==> config.mk <==
export PLATFORM = sky130hd
export DESIGN_NAME = uart_tx_arbiter
export DESIGN_NICKNAME = d
export VERILOG_FILES = /design/src/rtl/uart_pkg.sv /design/src/rtl/rr_arbiter.sv /design/src/rtl/uart_tx_arbiter.sv
export SDC_FILE = /design/constraint.sdc
export NUM_CORES = 1
export LEC_CHECK = 0
export CAP_MARGIN = 20
export CORE_MARGIN = 4
export CORE_UTILIZATION = 32
export CTS_CLUSTER_DIAMETER = 150
export DETAILED_ROUTE_END_ITERATION = 8
export PLACE_DENSITY = 0.66
export REMOVE_ABC_BUFFERS = 1
export SYNTH_ARGS = -nofsm -noshare
export SYNTH_HDL_FRONTEND = slang
export SYNTH_SLANG_ARGS = --single-unit
==> constraint.sdc <==
create_clock -name clk -period 6 [get_ports clk]
set_input_delay 0.6 -clock clk [delete_from_list [all_inputs] [get_ports clk]]
set_output_delay 0.6 -clock clk [all_outputs]
set_load 0.05 [all_outputs]
==> src/rtl/uart_pkg.sv <==
// Shared definitions for the UART transmit arbiter slice.
// Holds the arbiter FSM state type and the default packet-length and data widths
// used as parameter defaults by uart_tx_arbiter.
package uart_pkg;

   typedef enum logic {
      ST_IDLE = 1'b0,
      ST_XFER = 1'b1
   } state_e;

   localparam int DEF_LEN_W = 5;
   localparam int DEF_D_BIT = 8;

endpackage

==> src/rtl/rr_arbiter.sv <==
// Combinational round-robin picker.
// Ports:
//   req    - request vector, one bit per requester
//   rr_ptr - index of the requester that was served last
//   winner - one-hot winner; the search starts just after rr_ptr and wraps around
//            (all zeros when nothing is requested)
module rr_arbiter #(
   parameter int NUM_REQ = 4,
   localparam int PTR_W = $clog2(NUM_REQ)
) (
   input  logic [NUM_REQ-1:0] req,
   input  logic [PTR_W-1:0]   rr_ptr,
   output logic [NUM_REQ-1:0] winner
);

   logic             found;
   logic [PTR_W-1:0] idx;

   // Walk the requesters in rotating order; the first one set wins.
   // The last candidate visited is rr_ptr itself, so a lone requester can win twice in a row.
   always_comb begin
      winner = '0;
      found  = 1'b0;
      idx    = '0;
      for (int k = 1; k <= NUM_REQ; k++) begin
         idx = PTR_W'((int'(rr_ptr) + k) % NUM_REQ);
         if (!found && req[idx]) begin
            winner[idx] = 1'b1;
            found       = 1'b1;
         end
      end
   end

endmodule

==> src/rtl/uart_tx_arbiter.sv <==
// Packet-level round-robin arbiter that shares one UART TX FIFO write port between
// NUM_REQ byte producers. A granted requester keeps the port until len bytes are written.
// Ports:
//   clk, rst           - clock (rising edge), asynchronous active-low reset
//   req/req_len        - per-requester packet request and its byte count
//   req_data           - current byte offered by each requester
//   pop                - byte of the granted requester consumed this cycle
//   gnt/done/busy      - registered one-hot grant, completion pulse, transfer-active flag
//   full               - UART TX FIFO full (stalls the transfer)
//   write_en/write_data- UART TX FIFO write port
// Build option: define UART_ARB_HIPRI_EN to give requester 0 strict priority whenever
// the arbiter is idle; otherwise arbitration is pure round-robin.
module uart_tx_arbiter
   import uart_pkg::*;
#(
   parameter int NUM_REQ = 4,
   parameter int LEN_W   = DEF_LEN_W,
   parameter int D_BIT   = DEF_D_BIT
) (
   input  logic                     clk,
   input  logic                     rst,
   input  logic [NUM_REQ-1:0]       req,
   input  logic [NUM_REQ*LEN_W-1:0] req_len,
   input  logic [NUM_REQ*D_BIT-1:0] req_data,
   output logic [NUM_REQ-1:0]       pop,
   output logic [NUM_REQ-1:0]       gnt,
   output logic [NUM_REQ-1:0]       done,
   output logic                     busy,
   input  logic                     full,
   output logic                     write_en,
   output logic [D_BIT-1:0]         write_data
);

   localparam int PTR_W = $clog2(NUM_REQ);

   state_e             state_q, state_d;
   logic [NUM_REQ-1:0] gnt_q, gnt_d;
   logic [NUM_REQ-1:0] done_q, done_d;
   logic               busy_q, busy_d;
   logic [PTR_W-1:0]   rr_ptr_q, rr_ptr_d;
   logic [LEN_W-1:0]   remaining_q, remaining_d;

   logic [NUM_REQ-1:0] rr_winner;
   logic [NUM_REQ-1:0] winner;
   logic [PTR_W-1:0]   g_idx;
   logic [D_BIT-1:0]   g_data;
   logic [LEN_W-1:0]   win_len;
   logic               finish;

   rr_arbiter #(.NUM_REQ(NUM_REQ)) u_rr (
      .req    (req),
      .rr_ptr (rr_ptr_q),
      .winner (rr_winner)
   );

   // Optional strict priority for requester 0 overrides the rotating choice.
   always_comb begin
      winner = rr_winner;
`ifdef UART_ARB_HIPRI_EN
      if (req[0]) begin
         winner = NUM_REQ'(1);
      end
`endif
   end

   // Decode the one-hot grant into an index and the granted byte, and fetch the
   // packet length of the requester about to win.
   always_comb begin
      g_idx   = '0;
      g_data  = '0;
      win_len = '0;
      for (int i = 0; i < NUM_REQ; i++) begin
         if (gnt_q[i]) begin
            g_idx  = PTR_W'(i);
            g_data = req_data[i*D_BIT +: D_BIT];
         end
         if (winner[i]) begin
            win_len = req_len[i*LEN_W +: LEN_W];
         end
      end
   end

   // Next-state and write-port logic. A zero-length packet finishes after a single
   // XFER cycle without writing; otherwise the packet ends on the write of its last byte.
   always_comb begin
      state_d     = state_q;
      gnt_d       = gnt_q;
      done_d      = '0;
      busy_d      = busy_q;
      rr_ptr_d    = rr_ptr_q;
      remaining_d = remaining_q;
      write_en    = 1'b0;
      write_data  = '0;
      pop         = '0;
      finish      = 1'b0;
      case (state_q)
         ST_IDLE: begin
            if (|req) begin
               gnt_d       = winner;
               remaining_d = win_len;
               busy_d      = 1'b1;
               state_d     = ST_XFER;
            end
         end
         ST_XFER: begin
            if (remaining_q != '0) begin
               write_en = ~full;
               if (!full) begin
                  pop         = gnt_q;
                  write_data  = g_data;
                  remaining_d = remaining_q - LEN_W'(1);
               end
               finish = ~full && (remaining_q == LEN_W'(1));
            end else begin
               finish = 1'b1;
            end
            if (finish) begin
               done_d  = gnt_q;
               gnt_d   = '0;
               busy_d  = 1'b0;
               state_d = ST_IDLE;
`ifdef UART_ARB_HIPRI_EN
               if (g_idx != '0) begin
                  rr_ptr_d = g_idx;
               end
`else
               rr_ptr_d = g_idx;
`endif
            end
         end
         default: begin
            state_d = ST_IDLE;
         end
      endcase
   end

   // State registers; reset aborts any packet in flight.
   always_ff @(posedge clk or negedge rst) begin
      if (!rst) begin
         state_q     <= ST_IDLE;
         gnt_q       <= '0;
         done_q      <= '0;
         busy_q      <= 1'b0;
         rr_ptr_q    <= PTR_W'(NUM_REQ - 1);
         remaining_q <= '0;
      end else begin
         state_q     <= state_d;
         gnt_q       <= gnt_d;
         done_q      <= done_d;
         busy_q      <= busy_d;
         rr_ptr_q    <= rr_ptr_d;
         remaining_q <= remaining_d;
      end
   end

   assign gnt  = gnt_q;
   assign done = done_q;
   assign busy = busy_q;

endmodule

==> run summary, run 1 <==
Synthesized instance count -> 197
Top cell type's share of synthesized area -> 0.229
CTS root buf -> clkbuf_8
Primary FF master, synth -> dfrtp_1
Unrepaired setup endpoints after global routing -> false
Hold buffer count at cts -> 0
Cell mode on critical path -> clkdlybuf4s50_1
Slowest Stage Delay on Critical Path -> 800 ps
Dominant cells by area after synthesis -> dfrtp_1, ha_1, a221o_1
Initial antenna violation count -> 0
Port-buffer cells -> 80
Bufs and invs on worst path -> 3
Total track usage -> 0.172
Die width -> 79.6 um
Flop-to-flop setup slack -> 3100 ps
Die Y -> 79.6 um
Cell taking the most area after synthesis -> dfrtp_1
Critical Path RT -> 5400 ps
Layout filler cell count -> 457
Drt first pass iters -> 4
Vias in the first global route -> 1847
Hold Crit Class -> register to register
Status -> finished clean
Initial Util -> 0.339
Post-DRT Antenna Nets -> 0
Max-slew headroom -> 0.356
Worst r2r path cells -> 7
Post-synthesis sequential area ratio -> 0.261
Setup tns final -> 0 ps
Clk slew on worst S/H paths -> 60 ps
DRC -> 0
Clock latency at the later pin of the worst-skew pair -> 260 ps
Clock sinks -> 17
WHS -> 557 ps
First-pass GRT wire length -> 8810 um
Clk buf depth -> 2
Largest net degree at the start of global routing -> 18
Worst-Margin Slew -> 958 ps
Cts repair resizes -> 0
Grt ovf -> 0
Routability cong. -> 0.792
CP top delay family -> buffers and inverters
Register area -> 428 um2
Via density -> 5.49
DR WL/cell -> 16.0 um
Cells on Worst Hold Path -> 2
Multi-input gate area in the final layout -> 0.00110 mm2
Hold Path End -> busy
CP Class -> input port to output pin
Max_cap viols -> 0
Launch point of the worst reg-to-reg path -> rr_ptr_q[0]
Clock Skew -> 9.44 ps
DRT iter0 DRCs -> 84
Lkg Pwr -> 0.985 nW
R2R Path End -> remaining_q[0]
Synthesized flop and latch total -> 17
Final wirelength -> 5410 um
Pwr dens -> 465 mW/mm2
Share of layout cells above drive strength 1 -> 0.0369
Critical Path, Cell by Cell -> clkdlybuf4s50_1, a211o_1, inv_1, and2_1, clkdlybuf4s50_1
Cell area after synthesis -> 0.00164 mm2
Peak VDD IR -> 0.241 mV
Core ar. -> 0.00485 mm2
Synth warn -> 0
Netlist cell types -> 48
Commonest non-fill, non-tap cell in the layout -> clkdlybuf4s50_1
CP Capture Type -> output pin
Antenna diodes -> 0
Share of synthesized registers carrying an async set or reset -> 1.00
CP max stage cell -> clkdlybuf4s50_1
Vias -> 1857
TritonCTS clock tree -> yes
HPWL reported at the end of detailed placement -> 4310 um
Crit Path Max Fanout -> 15
Die area -> 0.00634 mm2
Final setup violation count -> 0
Fmax -> 298 MHz
Final Hold Violating Endpoints -> 0
Final #Nets -> 341
H-Tree Depth -> 1
Startpoint types -> input port
TritonCTS Buffers -> 3
Fin util -> 0.520
Synth Area per Inst -> 8.33 um2
Period utilization -> 0.559
Post-synth EDFFs -> 0
Crit path arrival time -> 2760 ps
Fin crit period -> 3360 ps
Hold Path Origin -> busy
Final slew viol count -> 0
Num ports -> 81
Post-CTS setup repair buffer count -> 0
Layout area overhead -> 53.5%
Std-Cell Rows -> 25
Commonest non-fill, non-tap cells in the layout -> clkdlybuf4s50_1, nand2_1, a21oi_1
==> layer usage <==
| metal | global-route usage | up-vias | wire length (um) |
|---|---|---|---|
| li1 | - | 905 | - |
| met1 | 0.223 | 911 | 2310 |
| met2 | 0.304 | 37 | 2860 |
| met3 | 0.0316 | 4 | 199 |
| met4 | 0.0206 | 0 | 38 |
| met5 | 0 | - | 0 |
==> worst min-delay path, delay by kind of cell (launching register included) <==
family / cells / cell delay [ps]
AO/OA/AOI/OAI: 1 / 80
flip-flops: 1 / 380
buffers and inverters: 1 / 50
==> flip-flops by register name, summed over array words and instances (netlist names) <==
signal       count
remaining_q      5
done             4
gnt              4
rr_ptr_q         2
busy             1
state_q          1
==> area by class of cell <==
type | instances | share of cell area
clock buffers | 3 | 0.0164
repair buffers | 80 | 0.318
clock inverters | 1 | 0.00199
well taps | 67 | 0.0333
flip-flops and latches | 17 | 0.170
multi-input cells | 155 | 0.438
inverters | 15 | 0.0223
==> worst max-delay path by stage <==
stage | startpoint | to | slack, ps | cells past startpoint
after global routing | remaining_q[0] | pop[3] | 2550 | 6
final | full | pop[3] | 2640 | 5
after detailed placement | full | pop[3] | 2660 | 5
after CTS | full | pop[3] | 2650 | 5
after global placement | full | pop[1] | 2700 | 5
after floorplan | gnt[1] | write_data[0] | 3240 | 4
==> synthesized netlist by cell type, types with 2 or more instances <==
master	number
a21o_1	3
a21oi_1	17
a221o_1	11
a311oi_1	2
a31oi_1	6
and2_1	6
buf_6	2
clkbuf_1	8
dfrtp_1	15
dfstp_2	2
ha_1	10
inv_1	14
mux4_1	2
nand2_1	26
nand3_1	3
nand3b_1	4
nor2_1	7
nor2b_1	2
nor3_1	5
nor4_1	3
o211ai_1	10
o21ai_0	7
o221ai_1	2
o22ai_1	4
o31ai_1	3
==> report_power, final <==
part / internal, W / switching (W)
sequential: 0.000161 / 0.0000778
clock: 0.0000461 / 0.0000409
combinational: 0.000347 / 0.000498
==> through the flow <==
step / total power, W / cell area (um2) / worst slack, ps / std cells
final: 0.00117 / 2520 / 2640 / 338
after global routing: 0.00128 / 2520 / 2550 / 338
after CTS: 0.00117 / 2520 / 2650 / 338
after global placement: 0.00108 / 2470 / 2700 / 334
after detailed placement: 0.00108 / 2470 / 2660 / 334
after floorplan: 0.000827 / 1590 / 3240 / 187
==> logic make-up after synthesis <==
family | synth area share
AND/OR/NAND/NOR | 0.191
flip-flops | 0.261
AO/OA/AOI/OAI | 0.349
multiplexers | 0.0457
adder cells (fa/ha/maj) | 0.0762
buffers and inverters | 0.0663
XOR/XNOR | 0.0107
Note: power is estimated with default switching activity, not from simulation.
==> run 2: changes to the inputs <==
==> constraint.sdc (replaced) <==
create_clock -name clk -period 3.3 [get_ports clk]
set_input_delay 0.33 -clock clk [delete_from_list [all_inputs] [get_ports clk]]
set_output_delay 0.33 -clock clk [all_outputs]
set_load 0.05 [all_outputs]
==> run 2 against run 1 <==
Compared with the run above: wire length up 0.48%; cell count up 1.2%; final area up 1.2%; critical path depth up 1; core utilization up 0.62 points; non-clock buffer count up 4; highest routed layer unchanged.
==> run summary, run 2 (synthesized netlist as in run 1, its figures left out) <==
Die area -> 0.00634 mm2
Lkg Pwr -> 1.01 nW
Num ports -> 81
CTS root buf -> clkbuf_8
Share of layout cells above drive strength 1 -> 0.0509
Status -> finished clean
Register area -> 428 um2
DR WL/cell -> 15.9 um
Placed Cells -> 338
Max_cap viols -> 0
Max reg flops -> 5
Setup tns final -> 0 ps
Initial Util -> 0.339
Startpoint types -> register
Final setup violation count -> 0
Cts repair resizes -> 0
Vias -> 1821
TritonCTS clock tree -> yes
Vias in the first global route -> 1709
Antenna diodes -> 0
Final slew viol count -> 0
Routability cong. -> 0.790
Unrepaired setup endpoints after global routing -> false
Port-buffer cells -> 80
Pwr Total -> 0.00216 W
Final wirelength -> 5440 um
Die width -> 79.6 um
Std-Cell Rows -> 25
Final worst setup slack -> 276 ps
Die Y -> 79.6 um
Layout area overhead -> 55.3%
Commonest non-fill, non-tap cells in the layout -> clkdlybuf4s50_1, nand2_1, a21oi_1
Crit Path Max Fanout -> 15
Drt first pass iters -> 4
Via density -> 5.32
Final Hold Violating Endpoints -> 0
Crit path arrival time -> 2690 ps
Clk slew on worst S/H paths -> 70 ps
Hold Crit Class -> input port to async pin
CP Capture Type -> output pin
Peak VDD IR -> 0.364 mV
Fin crit period -> 3020 ps
Max-slew headroom -> 0.467
Largest net degree at the start of global routing -> 18
Multi-input gate area in the final layout -> 0.00110 mm2
Hold buffer count at cts -> 0
Fmax -> 331 MHz
Core ar. -> 0.00485 mm2
Layout filler cell count -> 468
Commonest non-fill, non-tap cell in the layout -> clkdlybuf4s50_1
Post-CTS setup repair buffer count -> 0
First-pass GRT wire length -> 8420 um
Total track usage -> 0.165
Grt ovf -> 0
Initial antenna violation count -> 0
DRT iter0 DRCs -> 65
Non-Filler Instances -> 342
Post-DRT Antenna Nets -> 0
DRC -> 0
HPWL reported at the end of detailed placement -> 4400 um
Critical Path RT -> 2970 ps
Clock latency at the later pin of the worst-skew pair -> 250 ps
Final #Nets -> 345
Clk buf depth -> 2
Biggest register -> remaining_q
H-Tree Depth -> 1
CP Class -> register to output pin
TritonCTS Buffers -> 3
Period utilization -> 0.916
Place WS -> 486 ps
Clock sinks -> 17
Clock Skew -> 5.82 ps
Worst-Margin Slew -> 798 ps
Pwr dens -> 847 mW/mm2
==> run 2: changes by cell type in the layout (fill, tap and decap cells not counted), sizes merged <==
| cell | previous run | this run |
|---|---|---|
| buf | 0 | 4 |
==> run 2: cell type report <==
class	instances	share of cell area
clock buffers	3	0.0162
clock inverters	1	0.00196
inverters	15	0.0221
multi-input cells	155	0.433
flip-flops and latches	17	0.168
well taps	67	0.0329
repair buffers	84	0.326
==> run 2: worst paths after layout <==
| kind | endpoint | slack, ps | cells after the start | start |
|---|---|---|---|---|
| worst max-delay path | pop[1] | 280 | 6 | remaining_q[0] |
| worst min-delay path | remaining_q[4] | 540 | 1 | rst |
| worst max register to register | remaining_q[1] | 550 | 7 | rr_ptr_q[0] |
| worst min register to register | busy | 560 | 2 | busy |
| max in group asynchronous | done[1] | 2260 | 1 | rst |
| min in group clk | busy | 560 | 2 | busy |
==> run 2: worst max-delay path: stages, from the launching register on <==
cell	delay, ps
dfrtp_1	420
inv_1	90
ha_1	240
a211o_1	460
inv_1	270
and2_1	160
clkdlybuf4s50_1	800
==> run 2: metal layers <==
layer	routed length, um	track usage	share of wire
met1	2390	0.225	0.44
met4	47	0.0223	0.0086
met5	0	0	0
met2	2850	0.279	0.52
met3	158	0.0282	0.029
==> run 2: metrics by stage <==
step	hold slack, ps	utilization	area [um2]
finish	535	0.526	2550
floorplan	34.4	-	1590
global route	601	0.526	2550
global placement	546	0.516	2500
CTS	558	0.526	2550
detailed placement	545	0.516	2500
==> run 2: power by group <==
part           switching [W]  leakage, nW  internal [W]
logic               0.000920        0.770      0.000657
clock network      0.0000734       0.0255     0.0000838
registers           0.000132        0.210      0.000293
==> run 3: changes to the inputs <==
--- a/config.mk
+++ b/config.mk
@@ -10,8 +10,10 @@
 export CORE_UTILIZATION = 32
 export CTS_CLUSTER_DIAMETER = 150
 export DETAILED_ROUTE_END_ITERATION = 8
-export PLACE_DENSITY = 0.66
+export GPL_TIMING_DRIVEN = 0
+export PLACE_DENSITY = 0.67
 export REMOVE_ABC_BUFFERS = 1
 export SYNTH_ARGS = -nofsm -noshare
 export SYNTH_HDL_FRONTEND = slang
+export SYNTH_HIERARCHICAL = 1
 export SYNTH_SLANG_ARGS = --single-unit
==> run 3 against run 2 <==
Compared with the run above: synthesized area fell by 3.1%; largest power group unchanged; power decreased by 3.1%; highest routed layer unchanged; synthesized cell count fell by 5.1%; combinational power is 3% lower.
==> run summary, run 3 <==
Cells on Worst Hold Path -> 1
Logic pwr share -> 0.733
H-Tree Depth -> 1
Biggest register -> remaining_q
Met3 usage -> 0.0413
TritonCTS clock tree -> yes
Multiplexer area fraction after synthesis -> 0.0614
CP Class -> register to register
Clk slew on worst S/H paths -> 60 ps
Cell taking the most area after synthesis -> dfrtp_1
Commonest non-fill, non-tap cells in the layout -> clkdlybuf4s50_1, nand2_1, a21oi_1
Synthesized instance count -> 187
Grt ovf -> 0
Routing usage on met2 -> 0.271
Crit Path Max Fanout -> 5
Initial Util -> 0.334
Synth Area per Inst -> 8.50 um2
Top cell type's share of synthesized area -> 0.236
Final #Nets -> 342
Switching power -> 0.00104 W
Max-slew headroom -> 0.411
Largest family of logic cells by synthesized area -> compound AO/OA/AOI/OAI gates
Sequential power share -> 0.194
Drt first pass iters -> 4
Switching share of total power -> 0.497
Via density -> 5.31
Clk network pwr share -> 0.073
Global-route track usage on met1 -> 0.224
Cell area after synthesis -> 0.00159 mm2
Hold Crit Class -> register to register
Crit path arrival time -> 3290 ps
Internal -> 0.00105 W
Status -> finished clean
Final setup violation count -> 0
Simple-gate share of the synthesized area -> 0.194
Max_cap viols -> 0
DRT iter0 DRCs -> 64
Fin crit period -> 3120 ps
DRC -> 0
Fmax -> 321 MHz
Post-DRT Antenna Nets -> 0
Std-Cell Rows -> 25
Fin util -> 0.541
Final slew viol count -> 0
Commonest cells post-synth -> nand2_1, a21oi_1, dfrtp_1
Initial antenna violation count -> 0
Die width -> 78.5 um
Primary FF master, synth -> dfrtp_1
Core ar. -> 0.00475 mm2
Post-Synth Adder-Cell Area -> 0.0865
Clock latency at the later pin of the worst-skew pair -> 240 ps
Worst-Margin Slew -> 880 ps
Clk buf depth -> 2
Dominant cells by area after synthesis -> dfrtp_1, ha_1, a221o_1
Max reg flops -> 5
Synthesized flop and latch total -> 17
First-pass GRT wire length -> 8340 um
Placed Cells -> 322
Synth warn -> 6
Clock sinks -> 17
Die Y -> 78.5 um
Antenna diodes -> 0
Largest net degree at the start of global routing -> 20
Pwr Total -> 0.00209 W
Period utilization -> 0.945
HPWL reported at the end of detailed placement -> 3800 um
Final Hold Violating Endpoints -> 0
Routability cong. -> 0.817
Non-Filler Instances -> 338
Total track usage -> 0.166
Pwr dens -> 814 mW/mm2
Die area -> 0.00616 mm2
Final wirelength -> 5150 um
Cell with the most instances after synthesis -> nand2_1
Lkg Pwr -> 0.986 nW
Clock Skew -> 1.17 ps
Slowest Stage Delay on Critical Path -> 580 ps
CP max stage cell -> dfstp_2
Port-buffer cells -> 80
Share of synthesized registers carrying an async set or reset -> 1.00
Post-synth EDFFs -> 0
Commonest non-fill, non-tap cell in the layout -> clkdlybuf4s50_1
DR WL/cell -> 15.2 um
CP Capture Type -> register
Critical Path, Cell by Cell -> inv_1, ha_1, mux4_2, nor4b_4, nand2_1, o211ai_1, buf_4, a21oi_1, a221oi_2, a211oi_1, o2bb2ai_1
Post-synthesis sequential area ratio -> 0.269
Vias -> 1795
Startpoint types -> register
Worst r2r path cells -> 11
Vias in the first global route -> 1736
TritonCTS Buffers -> 3
Share of layout cells above drive strength 1 -> 0.114
Netlist cell types -> 42
Layout area overhead -> 61.6%
Compound-cell area share of the yosys netlist -> 0.310
Peak VDD IR -> 0.342 mV
CTS root buf -> clkbuf_8
Synth Area in XOR/XNOR -> 0
Grt peak-use layer -> met2
Num ports -> 81
Critical Path RT -> 3470 ps
==> run 3: cell types whose count changed after synthesis, sizes merged, moves of 4 or more <==
| cell | before | now |
|---|---|---|
| buf | 2 | 8 |
| clkbuf | 8 | 4 |
| a221oi | 1 | 5 |
| o22ai | 4 | 0 |
| a31oi | 6 | 0 |
| and2 | 6 | 0 |
| nor2b | 2 | 6 |
| nor2 | 7 | 13 |
==> run 3: power by group through the flow <==
stage	sequential (W)	clock [W]	combinational, W
floorplan	0.000470	0	0.000888
global placement	0.000425	0	0.00133
detailed placement	0.000426	0	0.00135
CTS	0.000409	0.000156	0.00143
global route	0.000423	0.000172	0.00168
finish	0.000407	0.000152	0.00153
==> run 3: final cells by class <==
cell class	instances	area (um2)
clock buffer	4	45.0
fill	453	2180
inverter	16	65.1
multi-input combinational	142	1060
sequential	17	428
tap	67	83.8
timing repair buffer	92	891
==> run 3: kinds of logic after synthesis <==
logic type,count (synthesis)
AOI/OAI and AO/OA,67
and+or+nand+nor,60
buffers and inverters,28
DFF,17
adders and majority gates,11
muxes,4
==> run 3: path summary, 6_finish.rpt <==
path / start / to / slack [ps]
worst max-delay path: rr_ptr_q[1] / remaining_q[4] / 180
worst min-delay path: busy / busy / 500
worst max register to register: rr_ptr_q[1] / remaining_q[4] / 180
worst min register to register: busy / busy / 500
max in group asynchronous: rst / remaining_q[1] / 2300
min in group asynchronous: rst / remaining_q[2] / 530
==> run 3: through the flow <==
stage / setup WS (ps) / hold WS (ps) / setup TNS [ps] / instance area (um2)
after global placement: -201 / 485 / -670 / 2410
after detailed placement: -237 / 491 / -862 / 2410
final: 181 / 499 / 0 / 2570
after global routing: -8.74 / 546 / -8.74 / 2570
after floorplan: 188 / 34.4 / 0 / 1530
after CTS: 21.0 / 506 / 0 / 2500
==> run 3: critical path: cells and delay by family, from the launching register on <==
kind	cells	cell delay [ps]
buffers and inverters	2	310
AO/OA/AOI/OAI	5	830
multiplexers	1	550
adder cells (fa/ha/maj)	1	330
AND/OR/NAND/NOR	2	430
flip-flops	1	580
==> run 3: repair_timing <==
item | in CTS | in global routing
endpoints found under the hold margin | 0 | 0
pin swaps | 2 | 2
setup endpoints to repair | 5 | 5
gates cloned | 0 | 0
hold buffers | 0 | 0
resized for setup | 0 | 5
setup buffers | 5 | 7
==> run 3: per-layer routing <==
metal / up-vias / wire length, um
met1: 854 / 2370
met3: 2 / 528
met4: 0 / 14
li1: 857 / -
met2: 82 / 2230
met5: - / 0
